<file path="src/rtl/rct_entropy_buffer.sv">
// rtl/rct_entropy_buffer.sv - RCT health test and MSB-first message block packer
//
// Runs the Repetition Count Test on every valid raw sample, packs passing
// samples MSB-first into a BLOCK_BITS message block and offers the completed
// block to the hash stage through a valid/ready handshake.
//
// Ports:
//   TRNG_Clock    single rising-edge clock
//   TRNG_Reset    synchronous active-high reset
//   sample_bit    raw entropy bit
//   sample_valid  sample_bit valid this cycle
//   block_data    message block, first accepted bit at the MSB
//   block_valid   block_data complete and stable
//   block_ready   hash stage accepts the block when high with block_valid
//   failure       RCT failure level
//   sample_drop   one-cycle pulse when a valid sample was not stored
//   fill_level    number of bits currently stored
module rct_entropy_buffer #(
    parameter int BLOCK_BITS = 448,
    parameter int RCT_CUTOFF = 32,
    parameter int FILL_W     = 9,
    parameter int RUN_W      = 6
) (
    input  logic                  TRNG_Clock,
    input  logic                  TRNG_Reset,
    input  logic                  sample_bit,
    input  logic                  sample_valid,
    output logic [BLOCK_BITS-1:0] block_data,
    output logic                  block_valid,
    input  logic                  block_ready,
    output logic                  failure,
    output logic                  sample_drop,
    output logic [FILL_W-1:0]     fill_level
);

    typedef enum logic {
        ST_FILL,
        ST_HOLD
    } state_t;

    state_t                state_q;
    logic [BLOCK_BITS-1:0] data_q;
    logic                  valid_q;
    logic                  failure_q;
    logic                  drop_q;
    logic [FILL_W-1:0]     fill_q;
    logic [RUN_W-1:0]      run_q;
    logic                  last_bit_q;

    logic [RUN_W-1:0]      run_d;
    logic                  rct_fail_d;
    logic [FILL_W-1:0]     fill_inc;

    // Run counter update. run_q == 0 only before the first sample after
    // reset, so that sample always starts a fresh run regardless of the
    // reset value of last_bit_q. The counter saturates at the cutoff.
    always_comb begin
        run_d = run_q;
        if (sample_valid) begin
            if (run_q == '0 || sample_bit != last_bit_q) begin
                run_d = RUN_W'(1);
            end else if (run_q == RUN_W'(RCT_CUTOFF)) begin
                run_d = run_q;
            end else begin
                run_d = run_q + RUN_W'(1);
            end
        end
    end

    assign rct_fail_d = (run_d == RUN_W'(RCT_CUTOFF));
    assign fill_inc   = fill_q + FILL_W'(1);

    always_ff @(posedge TRNG_Clock) begin
        if (TRNG_Reset) begin
            state_q    <= ST_FILL;
            data_q     <= '0;
            valid_q    <= 1'b0;
            failure_q  <= 1'b0;
            drop_q     <= 1'b0;
            fill_q     <= '0;
            run_q      <= '0;
            last_bit_q <= 1'b0;
        end else begin
            drop_q <= 1'b0;
            // run_d equals run_q when no sample arrives, so failure holds.
            failure_q <= rct_fail_d;
            if (sample_valid) begin
                run_q      <= run_d;
                last_bit_q <= sample_bit;
            end

            case (state_q)
                ST_FILL: begin
                    if (sample_valid) begin
                        if (rct_fail_d) begin
                            // Discard the partial block; data_q is left as is.
                            fill_q <= '0;
                            drop_q <= 1'b1;
                        end else begin
                            data_q <= {data_q[BLOCK_BITS-2:0], sample_bit};
                            fill_q <= fill_inc;
                            if (fill_inc == FILL_W'(BLOCK_BITS)) begin
                                valid_q <= 1'b1;
                                state_q <= ST_HOLD;
                            end
                        end
                    end
                end
                ST_HOLD: begin
                    // Block is frozen; RCT keeps running, samples are dropped.
                    if (sample_valid) begin
                        drop_q <= 1'b1;
                    end
                    if (valid_q && block_ready) begin
                        valid_q <= 1'b0;
                        fill_q  <= '0;
                        state_q <= ST_FILL;
                    end
                end
                default: begin
                    state_q <= ST_FILL;
                end
            endcase
        end
    end

    assign block_data  = data_q;
    assign block_valid = valid_q;
    assign failure     = failure_q;
    assign sample_drop = drop_q;
    assign fill_level  = fill_q;

endmodule

</file>
<file path="config.mk">
export PLATFORM = sky130hd
export DESIGN_NAME = rct_entropy_buffer
export DESIGN_NICKNAME = d
export VERILOG_FILES = /design/src/rtl/rct_entropy_buffer.sv
export SDC_FILE = /design/constraint.sdc
export NUM_CORES = 1
export LEC_CHECK = 0
export BUFFER_PORTS_ARGS = -buffer_cell sky130_fd_sc_hd__buf_2
export CAP_MARGIN = 20
export CORE_ASPECT_RATIO = 1.5
export CORE_MARGIN = 2
export CORE_UTILIZATION = 40
export DETAILED_ROUTE_END_ITERATION = 7
export GPL_TIMING_DRIVEN = 0
export SYNTH_ARGS = -nofsm -noshare
export SYNTH_HDL_FRONTEND = slang
export SYNTH_SLANG_ARGS = --single-unit
</file>
<file path="constraint.sdc">
create_clock -name TRNG_Clock -period 2.8 [get_ports TRNG_Clock]
set_input_delay 0.56 -clock TRNG_Clock [delete_from_list [all_inputs] [get_ports TRNG_Clock]]
set_output_delay 0.56 -clock TRNG_Clock [all_outputs]
set_load 0.005 [all_outputs]
</file>
Word-level counts from Yosys, hierarchy flattened
Index checks and enable logic that the tools add are counted.
- add/subtract/negate cells: 2
- eq/ne operators: 8
- muxes and demuxes: 21
- bitwise operators: 2
- reductions and logical operators: 6
- operator list (operator ; count):
    9-bit 2-to-1 mux ; 3
    6-bit 2-to-1 mux ; 3
    9-bit case mux with 2 select lines ; 1
    6-bit equality test (second input constant) ; 2
    1-bit 2-to-1 mux ; 11
    9-bit by 1-bit adder with 9-bit output (second input constant) ; 1
    9-bit equality test (second input constant) ; 1
    6-bit by 1-bit adder with 6-bit output (second input constant) ; 1
    6-bit logical NOT ; 1
    2-bit != test (second input constant) ; 3
    1-bit case mux with 2 select lines ; 3
    4-bit AND reduction ; 1
    3-bit AND reduction ; 1
    2-bit by 1-bit != test with 1-bit output (second input constant) ; 1
    1-bit NOT ; 2
    2-bit AND reduction ; 1
    1-bit logical AND ; 1
    1-bit logical OR ; 1
    1-bit != test ; 1
- bits in registers: 468
- output and inout bits: 460

Depth between registers and ports, before layout
Gate-level depths: netlist (run 1).
- word-level depth: 8
- mapped depth: 11

Worst setup path before layout (run 1)
Ideal clock, no wire load.
- kind: register -> register
- start: reg run_q[0]
- end: reg data_q[100], in the netlist block_data[100]
- arrival: 2.191 ns
- data required time: 2.728 ns
- setup slack: 0.538 ns
- cell stages (with the launch flop): 12
- buffers on the path: 3
- period minus slack after synthesis: 2.262 ns
- cell sequence: dfxtp_1 > inv_1 > ha_1 > nor4b_4 > or2b_2 > o22a_2 > o211ai_2 > o21a_1 > buf_6 > buf_12 > buf_12 > mux2i_1
- cells in the longest elaborated chain, start to end: 7
- elaborated cells between the ends (all ways): 10
- RTL lines (element ; RTL line ; text):
    from (decl) ; 47 ; logic [RUN_W-1:0] run_q;
    from (signal assigned) ; 88 ; run_q <= run_d;
    6-bit by 1-bit adder with 6-bit output (tied with other cells) ; 65 ; run_d = run_q + RUN_W'(1);
    6-bit 2-to-1 mux or 1-bit logical OR (tied branches) ; 62, 60 ;
    6-bit 2-to-1 mux ; 60 ; if (run_q == '0 || sample_bit != last_bit_q) begin
    6-bit 2-to-1 mux (*) ; 59 ; if (sample_valid) begin
    6-bit equality test (*) ; 70 ; assign rct_fail_d = (run_d == RUN_W'(RCT_CUTOFF));
    1-bit NOT (no line) (*) ; - ;
    3-bit AND reduction (no line) (*) ; - ;
    to (signal assigned) ; 100 ; data_q <= {data_q[BLOCK_BITS-2:0], sample_bit};
    to (decl) ; 42 ; logic [BLOCK_BITS-1:0] data_q;
Every way passes the cells marked *; elsewhere a longest branch is shown, timed or not.
A chain may end at the register's enable or synchronous reset.

Final worst setup path (run 1)
- start: reg run_q[0]
- end: reg data_q[257], in the netlist block_data[257]
The elaborated chain is that of the path after synthesis.

==> flow_summary.ini, run 1 <==
[worst_setup_path]
crit_slowest_cell = dfxtp_1
r2r-start = run_q[0]
arrival_ns = 3.14
crit_chain = inv_1 -> ha_1 -> nor4b_4 -> or2b_2 -> o22a_2 -> o211ai_2 -> o21a_1 -> buf_6 -> buf_12 -> buf_12 -> mux2i_1
start_kind = flip-flop
worst-setup-path-type = reg2reg
cp_max_fo = 10
rr_worst_depth = 11
crit_family = buffers and inverters
rrSetupSlack_ns = 0.13
worst-endpoint-required_ns = 3.27
crit_path_frequent_cell = buf_12
cp_slowest_stage_delay_ns = 0.44
worst-path-buf-inv = 4
r2r-end = block_data[257]
cp-end-kind = flip-flop

[sta]
period_share_pct = 95.2
max-slew-margin-rel_pct = 58.3
finalHoldViolations = 0
finalSetupViolCount = 0
fin_setup_tns_ns = 0
drv_slew = 0
fin_crit_ns = 2.67
worst_slew_pin_slew_ns = 0.626
fmax_mhz = 375
grt_setup_unrepaired = false
fin_skew_ns = 0.0147

[synthesis]
syn_area_mm2 = 0.0175
synth_edf_count = 0
muxShareOfSynthArea_pct = 25.7
synth-main-ff-cell = dfxtp_1
yosysTopAreaCell = dfxtp_1
syn_nets = 1611
yosysUniqueCellTypes = 44
async_flop_share_pct = 0
synth-simple-area-share_pct = 11.9
yosys-top-cells-area = dfxtp_1, mux2i_1, nand2_1
synthAdderAreaFrac_pct = 0.214
synthCells = 1603
yosysSeqAreaShare_pct = 53.5
synth_compound_area_share_pct = 1.55
ys_ff_latch = 468
ys_warn_count = 0
syn_avg_cell_area_um2 = 10.9
yosys.area.top_type_share_pct = 53.5
synth_xor_area_share_pct = 0.200
synth_top_family_by_area = multiplexers

[clock_network]
post_cts_resized = 0
ctsRootBufferMaster = clkbuf_16
cts_setup_buffers = 0
holdBufCountCts = 0
cts_sinks = 468
htree_levels = 2
clockBufferDepth = 3
clk_pin_slew_ns = 0.06
cts_buffers = 46
insertion_delay_ns = 0.56
cts_tree = yes

[finish]
areaGrowthSynthToFinish_pct = 26.5
layout-drive-gt1-share_pct = 27.8
n_antenna_cell = 0
fin_nets = 2122

[drt]
wl_per_cell_um = 16.7
drt_iter0_markers = 423
dr.pass1.iters = 4
vias = 13000
drc_errors = 0
drt_wl_total_um = 45400
ant_nets = 0
routed_via_density = 4.78

[die]
ioPinCount = 465
core-area_mm2 = 0.0431
die_h_um = 260
rows = 93
dieArea_mm2 = 0.0455
initial_core_util_pct = 40.7
die_x_um = 175

[worst_hold_path]
min_to = block_data[0]
hold_start = sample_bit
hold_path_class = in2reg
hold_depth = 3

[global_routing]
grt.total_usage_pct = 19.4
grt_start_max_net_pins = 15
overflow = 0
antenna_found_initial = 1
grt_pass1_wl_um = 71200
grt_pass1_vias = 13300

[run]
drv_cap = 0

[place]
dpl.hpwl_um = 34900
place_congestion = 0.829
port_buffers = 463

[power]
p_leak_nw = 10.8
vdd_ir_drop_max_mv = 0.490
power_mw = 13.8
power.density_mw_per_mm2 = 624

[status]
status = complete, no violations
==> metrics by stage <==
step | cell area (um^2) | worst slack [ns] | util, % | instances | hold WS [ns]
final | 22100 | 0.134 | 51.4 | 2720 | 0.299
after detailed placement | 20500 | -0.329 | 47.7 | 2636 | 0.462
after CTS | 22100 | 0.110 | 51.4 | 2720 | 0.276
after global routing | 22100 | 0.0100 | 51.4 | 2720 | 0.285
after global placement | 20500 | -0.269 | 47.7 | 2636 | 0.449
after floorplan | 17500 | 0.538 | - | 1603 | 0.455
==> layer usage <==
metal | track usage [%] | part of all wire [%] | up-vias
met4 | 7.80 | 3.8 | 2
li1 | - | - | 6459
met2 | 36.4 | 52 | 375
met5 | 0 | 0.029 | -
met1 | 19.6 | 37 | 6064
met3 | 6.56 | 8.0 | 90
==> state kept, by name, summed over array words and instances (netlist names) <==
signal and cells:
run_q 6, fill_level 9, state_q 1, sample_drop 1, block_valid 1, block_data 448, failure 1, last_bit_q 1
==> power breakdown <==
part / total (mW) / switching [mW] / internal, mW
Clock: 6.51 / 2.62 / 3.89
Combinational: 0.627 / 0.342 / 0.285
Sequential: 6.67 / 0.00818 / 6.66
==> cell usage in the layout (no fill, tap or decap), types with 2 or more instances in the layout <==
master	count
nand2_1	471
dfxtp_1	468
buf_2	463
mux2i_1	449
clkbuf_1	63
clkbuf_16	49
buf_12	44
nand3_1	13
nor2_1	11
a21oi_1	10
clkinv_2	10
clkbuf_8	9
nor3_1	8
o22ai_1	8
o21ai_0	6
buf_8	5
bufinv_16	5
inv_1	4
nor2b_1	4
a31oi_1	3
nor4_1	3
and2_1	3
ha_1	3
xor2_1	2
buf_4	2
buf_6	2
o211ai_1	2
xnor2_1	2
nand2b_1	2
a2bb2oi_1	2
and3_1	2
nand4b_1	2
clkinv_4	2
==> worst register-to-register path, stage by stage, from the launching register on <==
cell      delay [ns]
dfxtp_1         0.44
inv_1           0.10
ha_1            0.22
nor4b_4         0.15
or2b_2          0.34
o22a_2          0.27
o211ai_2        0.07
o21a_1          0.20
buf_6           0.20
buf_12          0.21
buf_12          0.17
mux2i_1         0.21
==> how the worst max path moves through the flow <==
| stage | start | to | slack [ns] | cells after the start |
|---|---|---|---|---|
| global placement | TRNG_Reset | block_data[375] | -0.27 | 7 |
| global route | run_q[0] | block_data[216] | 0.01 | 11 |
| detailed placement | TRNG_Reset | block_data[375] | -0.33 | 7 |
| finish | run_q[0] | block_data[257] | 0.13 | 11 |
| CTS | run_q[0] | block_data[256] | 0.11 | 11 |
| floorplan | run_q[0] | block_data[100] | 0.54 | 11 |
==> cells by family (layout without fill, tap and decap cells) <==
group	Yosys count	count (layout)
fa+ha+maj	3	3
simple gates	525	525
xor+xnor	4	4
compound gates	41	41
buf+inv	113	660
flops	468	468
mux	449	449
==> area by class of cell <==
| cell class | instances | area [um^2] |
|---|---|---|
| plain buffers | 108 | 1200 |
| clock buffers | 66 | 1380 |
| clock inverters | 18 | 226 |
| fillers | 4000 | 20900 |
| inverters | 5 | 18.8 |
| multi-input cells | 1022 | 6920 |
| flip-flops and latches | 468 | 9370 |
| well taps | 570 | 713 |
| repair buffers | 463 | 2320 |
==> Yosys cell counts (2+ instances only) <==
master and number:
nand2_1 471, dfxtp_1 468, mux2i_1 449, clkbuf_1 55, buf_12 44, nand3_1 13
nor2_1 11, a21oi_1 10, nor3_1 8, o22ai_1 8, o21ai_0 6, buf_8 5
inv_1 4, nor2b_1 4, a31oi_1 3, and2_1 3, ha_1 3, nor4_1 3
a2bb2oi_1 2, and3_1 2, buf_4 2, buf_6 2, nand2b_1 2, nand4b_1 2
o211ai_1 2, xnor2_1 2, xor2_1 2
Note: power is estimated with default switching activity, not from simulation.
==> run 2, diff against run 1 <==
--- a/config.mk
+++ b/config.mk
@@ -9,9 +9,10 @@
 export CAP_MARGIN = 20
 export CORE_ASPECT_RATIO = 1.5
 export CORE_MARGIN = 2
-export CORE_UTILIZATION = 40
+export CORE_UTILIZATION = 50
 export DETAILED_ROUTE_END_ITERATION = 7
 export GPL_TIMING_DRIVEN = 0
+export PLACE_DENSITY = 0.76
 export SYNTH_ARGS = -nofsm -noshare
 export SYNTH_HDL_FRONTEND = slang
 export SYNTH_SLANG_ARGS = --single-unit
==> flow_summary.ini, run 2 (synthesized netlist as in run 1, its figures left out) <==
[status]
status = complete, no violations

[clock_network]
cts_buffers = 43
cts_tree = yes
clockBufferDepth = 3
clk_pin_slew_ns = 0.06
holdBufCountCts = 0
cts_sinks = 468
ctsRootBufferMaster = clkbuf_16
insertion_delay_ns = 0.54
htree_levels = 2

[sta]
drv_slew = 0
finalWorstSetupSlack_ns = 0.244
max-slew-margin-rel_pct = 59.4
worst_slew_pin_slew_ns = 0.609
fmax_mhz = 391
grt_setup_unrepaired = false
finalHoldViolations = 0
fin_skew_ns = 0.0105
period_share_pct = 91.3
finalSetupViolCount = 0
fin_crit_ns = 2.56

[drt]
dr.pass1.iters = 5
drt_wl_total_um = 43300
wl_per_cell_um = 16.6
drt_iter0_markers = 413
ant_nets = 0
vias = 13100
drc_errors = 0
routed_via_density = 5.03

[finish]
largest_reg_flops = 448
final_common_cell = nand2_1
fin_nets = 2119
num-fill-cells = 2820
ff_latch_area_mm2 = 0.00937
layout_common_cells = nand2_1, dfxtp_1, buf_2
n_antenna_cell = 0
layout-drive-gt1-share_pct = 27.7
multi_input_area_mm2 = 0.00692
areaGrowthSynthToFinish_pct = 25.2
instances_no_fill = 2612

[worst_setup_path]
start_kind = flip-flop
worst-endpoint-required_ns = 3.26
cp_max_fo = 10
cp-end-kind = flip-flop
arrival_ns = 3.01
worst-setup-path-type = reg2reg

[place]
pre_cts_slack_ns = -0.0559
dp_cells = 2533
place_congestion = 0.871
port_buffers = 463
dpl.hpwl_um = 33400

[die]
die_x_um = 157
ioPinCount = 465
dieArea_mm2 = 0.0366
initial_core_util_pct = 50.9
die_h_um = 233
core-area_mm2 = 0.0344
rows = 83

[global_routing]
grt.total_usage_pct = 22.8
grt_pass1_vias = 13300
grt_pass1_wl_um = 66900
antenna_found_initial = 0
grt_start_max_net_pins = 17
overflow = 0

[worst_hold_path]
hold_path_class = in2reg

[run]
drv_cap = 0

[power]
p_leak_nw = 10.8
power.density_mw_per_mm2 = 612
vdd_ir_drop_max_mv = 0.503
## run 2: changes by cell type in the layout (fill, tap and decap cells not counted), sizes merged
cell,before,now
clkbuf,121,118
bufinv,5,4
clkinv,13,12
clkinvlp,0,1
inv,5,4
## run 2: timing repair
item                       in CTS  in global routing
setup endpoints to repair       0                 18
buffers inserted                0                  0
gates resized for setup         0                  2
## run 2: worst max-delay path, cell delays in order (launching register included)
cell and delay, ns:
dfxtp_1 0.40, inv_1 0.08, ha_1 0.20, nor4b_4 0.15, or2b_2 0.34, o22a_2 0.27, o211ai_2 0.07, o21a_1 0.19
buf_6 0.19, buf_12 0.20, buf_12 0.16, mux2i_1 0.21
## run 2: power breakdown
group / total (mW) / internal, mW / switching (mW)
combinational: 0.623 / 0.285 / 0.338
clock: 6.12 / 3.61 / 2.51
sequential: 6.67 / 6.66 / 0.00922
## run 2: routing by layer
| layer | up-vias | global-route usage (%) | wire length, um |
|---|---|---|---|
| li1 | 6431 | - | - |
| met1 | 6185 | 22.6 | 15400 |
| met2 | 426 | 42.6 | 22400 |
| met3 | 98 | 7.22 | 3510 |
| met4 | 0 | 10.3 | 1940 |
| met5 | - | 0 | 0 |
## run 2: final cells by class
type | instances | share of cell area [%]
Multi-Input combinational cell | 1022 | 31.6
Timing Repair Buffer | 463 | 10.6
Clock inverter | 16 | 0.902
Buffer | 108 | 5.47
Tap cell | 467 | 2.67
Inverter | 5 | 0.0856
Clock buffer | 63 | 5.95
Sequential cell | 468 | 42.8
## run 2: final timing paths
check / start / to / slack (ns) / cells past startpoint
worst max register to register: run_q[1] / block_data[253] / 0.24 / 11
worst max-delay path: run_q[1] / block_data[253] / 0.24 / 11
worst min-delay path: sample_bit / block_data[0] / 0.34 / 3
worst min register to register: block_data[447] / block_data[447] / 0.48 / 2
## run 2: stage by stage
step | setup TNS (ns) | power (mW) | hold slack, ns | util, % | instance area [um^2]
2_1_floorplan | 0 | 7.35 | 0.455 | - | 17500
3_3_place_gp | -0.0806 | 7.44 | 0.452 | 59.4 | 20400
3_5_place_dp | -0.640 | 7.45 | 0.466 | 59.4 | 20400
4_1_cts | 0 | 13.5 | 0.312 | 63.7 | 21900
5_1_grt | 0 | 13.8 | 0.324 | 63.8 | 21900
6_report | 0 | 13.4 | 0.335 | 63.8 | 21900
==> run 3, diff against run 2 <==
--- a/config.mk
+++ b/config.mk
@@ -9,10 +9,10 @@
 export CAP_MARGIN = 20
 export CORE_ASPECT_RATIO = 1.5
 export CORE_MARGIN = 2
-export CORE_UTILIZATION = 50
+export CORE_UTILIZATION = 40
 export DETAILED_ROUTE_END_ITERATION = 7
 export GPL_TIMING_DRIVEN = 0
-export PLACE_DENSITY = 0.76
+export RECOVER_POWER = 100
 export SYNTH_ARGS = -nofsm -noshare
 export SYNTH_HDL_FRONTEND = slang
 export SYNTH_SLANG_ARGS = --single-unit
==> flow_summary.ini, run 3 (synthesized netlist as in run 1, its figures left out) <==
[place]
port_buffers = 463
pre_cts_slack_ns = -0.329
place_congestion = 0.829
dp_cells = 2636
dpl.hpwl_um = 34900

[clock_network]
post_cts_resized = 0
cts_buffers = 46
cts_setup_buffers = 0
clk_pin_slew_ns = 0.06
ctsRootBufferMaster = clkbuf_16
holdBufCountCts = 0
cts_sinks = 468
insertion_delay_ns = 0.56
cts_tree = yes
clockBufferDepth = 3
htree_levels = 2

[finish]
num-fill-cells = 4214
final_common_cell = nand2_1
fin_nets = 2122
areaGrowthSynthToFinish_pct = 23.0
layout_common_cells = nand2_1, dfxtp_1, mux2i_1
layout-drive-gt1-share_pct = 10.0
n_antenna_cell = 0
largest_reg_flops = 448
instances_no_fill = 2720

[worst_setup_path]
startpoint = run_q[0]
start_kind = flip-flop
cp-end-kind = flip-flop
r2r-start = run_q[0]
cp_slowest_stage_delay_ns = 0.44
worst-endpoint-required_ns = 3.27
crit_slowest_cell = dfxtp_1
cp_max_fo = 10
crit_chain = inv_1 -> ha_1 -> nor4b_4 -> or2b_2 -> o22a_2 -> o211ai_2 -> o21a_1 -> buf_6 -> buf_12 -> buf_6 -> mux2i_1
arrival_ns = 3.15
worst-setup-path-type = reg2reg
crit_path_frequent_cell = buf_6

[drt]
drt_iter0_markers = 389
ant_nets = 0
routed_via_density = 4.80
drt_wl_total_um = 45500
drc_errors = 0
wl_per_cell_um = 16.7
vias = 13100
dr.pass1.iters = 4

[sta]
fmax_mhz = 373
finalWorstSetupSlack_ns = 0.122
drv_slew = 0
fin_crit_ns = 2.68
period_share_pct = 95.7
finalHoldViolations = 0
worst_slew_pin_slew_ns = 0.625
max-slew-margin-rel_pct = 58.3
finalSetupViolCount = 0
fin_skew_ns = 0.0151
grt_setup_unrepaired = false

[die]
die_x_um = 175
rows = 93
core-area_mm2 = 0.0431
ioPinCount = 465
dieArea_mm2 = 0.0455
initial_core_util_pct = 40.7
die_h_um = 260

[run]
drv_cap = 0

[worst_hold_path]
hold_path_class = in2reg
hold_start = sample_bit

[global_routing]
antenna_found_initial = 1
overflow = 0
grt.total_usage_pct = 19.4
grt_pass1_vias = 13300
grt_start_max_net_pins = 15
grt_pass1_wl_um = 71200

[power]
power.density_mw_per_mm2 = 640
vdd_ir_drop_max_mv = 0.496
p_leak_nw = 9.10

[status]
status = complete, no violations
==> run 3: cell count changes in the layout (fill, tap and decap cells not counted), sizes merged <==
cell      previous run  this run
buf                516       135
bufinv               4         5
clkbuf             118       502
clkinv              12        13
clkinvlp             1         0
inv                  4         5
==> run 3: worst max-delay path, delay by kind of cell, from the launching register on <==
kind	cells	cell delay (ns)
AO/OA/AOI/OAI	3	0.54
buffers and inverters	4	0.67
flip-flops	1	0.44
adder cells (fa/ha/maj)	1	0.22
AND/OR/NAND/NOR	2	0.49
multiplexers	1	0.21
==> run 3: report_power, final <==
group / switching [mW] / internal [mW]
Clock: 2.61 / 3.89
Sequential: 0.00823 / 6.66
Combinational: 0.338 / 0.262
==> run 3: path summary, 6_finish.rpt <==
path                                         to  slack, ns  depth (start not counted)
worst min register to register  block_data[447]       0.48                          2
worst max-delay path            block_data[253]       0.12                         11
worst max register to register  block_data[253]       0.12                         11
worst min-delay path              block_data[0]       0.30                          3
==> run 3: through the flow <==
| step | hold slack [ns] | util [%] | total power [mW] | instance area, um^2 | TNS (ns) |
|---|---|---|---|---|---|
| global route | 0.285 | 50.0 | 14.3 | 21500 | 0 |
| CTS | 0.276 | 51.4 | 14.0 | 22100 | 0 |
| detailed placement | 0.462 | 47.7 | 7.46 | 20500 | -17.31 |
| finish | 0.295 | 50.0 | 13.8 | 21500 | 0 |
| floorplan | 0.455 | - | 7.35 | 17500 | 0 |
| global placement | 0.449 | 47.7 | 7.45 | 20500 | -11.96 |
==> run 3: cell type report <==
cell class	count	area [um^2]	area share, %
inverters	5	18.8	0.0872
repair buffers	463	1840	8.55
plain buffers	108	1060	4.93
clock inverters	18	226	1.05
clock buffers	66	1380	6.41
flip-flops and latches	468	9370	43.5
well taps	570	713	3.31
multi-input cells	1022	6920	32.1
==> run 3: per-layer routing <==
layer / up-vias / routed length [um] / global-route usage (%)
li1: 6468 / - / -
met1: 6103 / 16700 / 19.6
met2: 387 / 23300 / 36.4
met3: 100 / 3600 / 6.56
met4: 2 / 1920 / 7.80
met5: - / 13 / 0
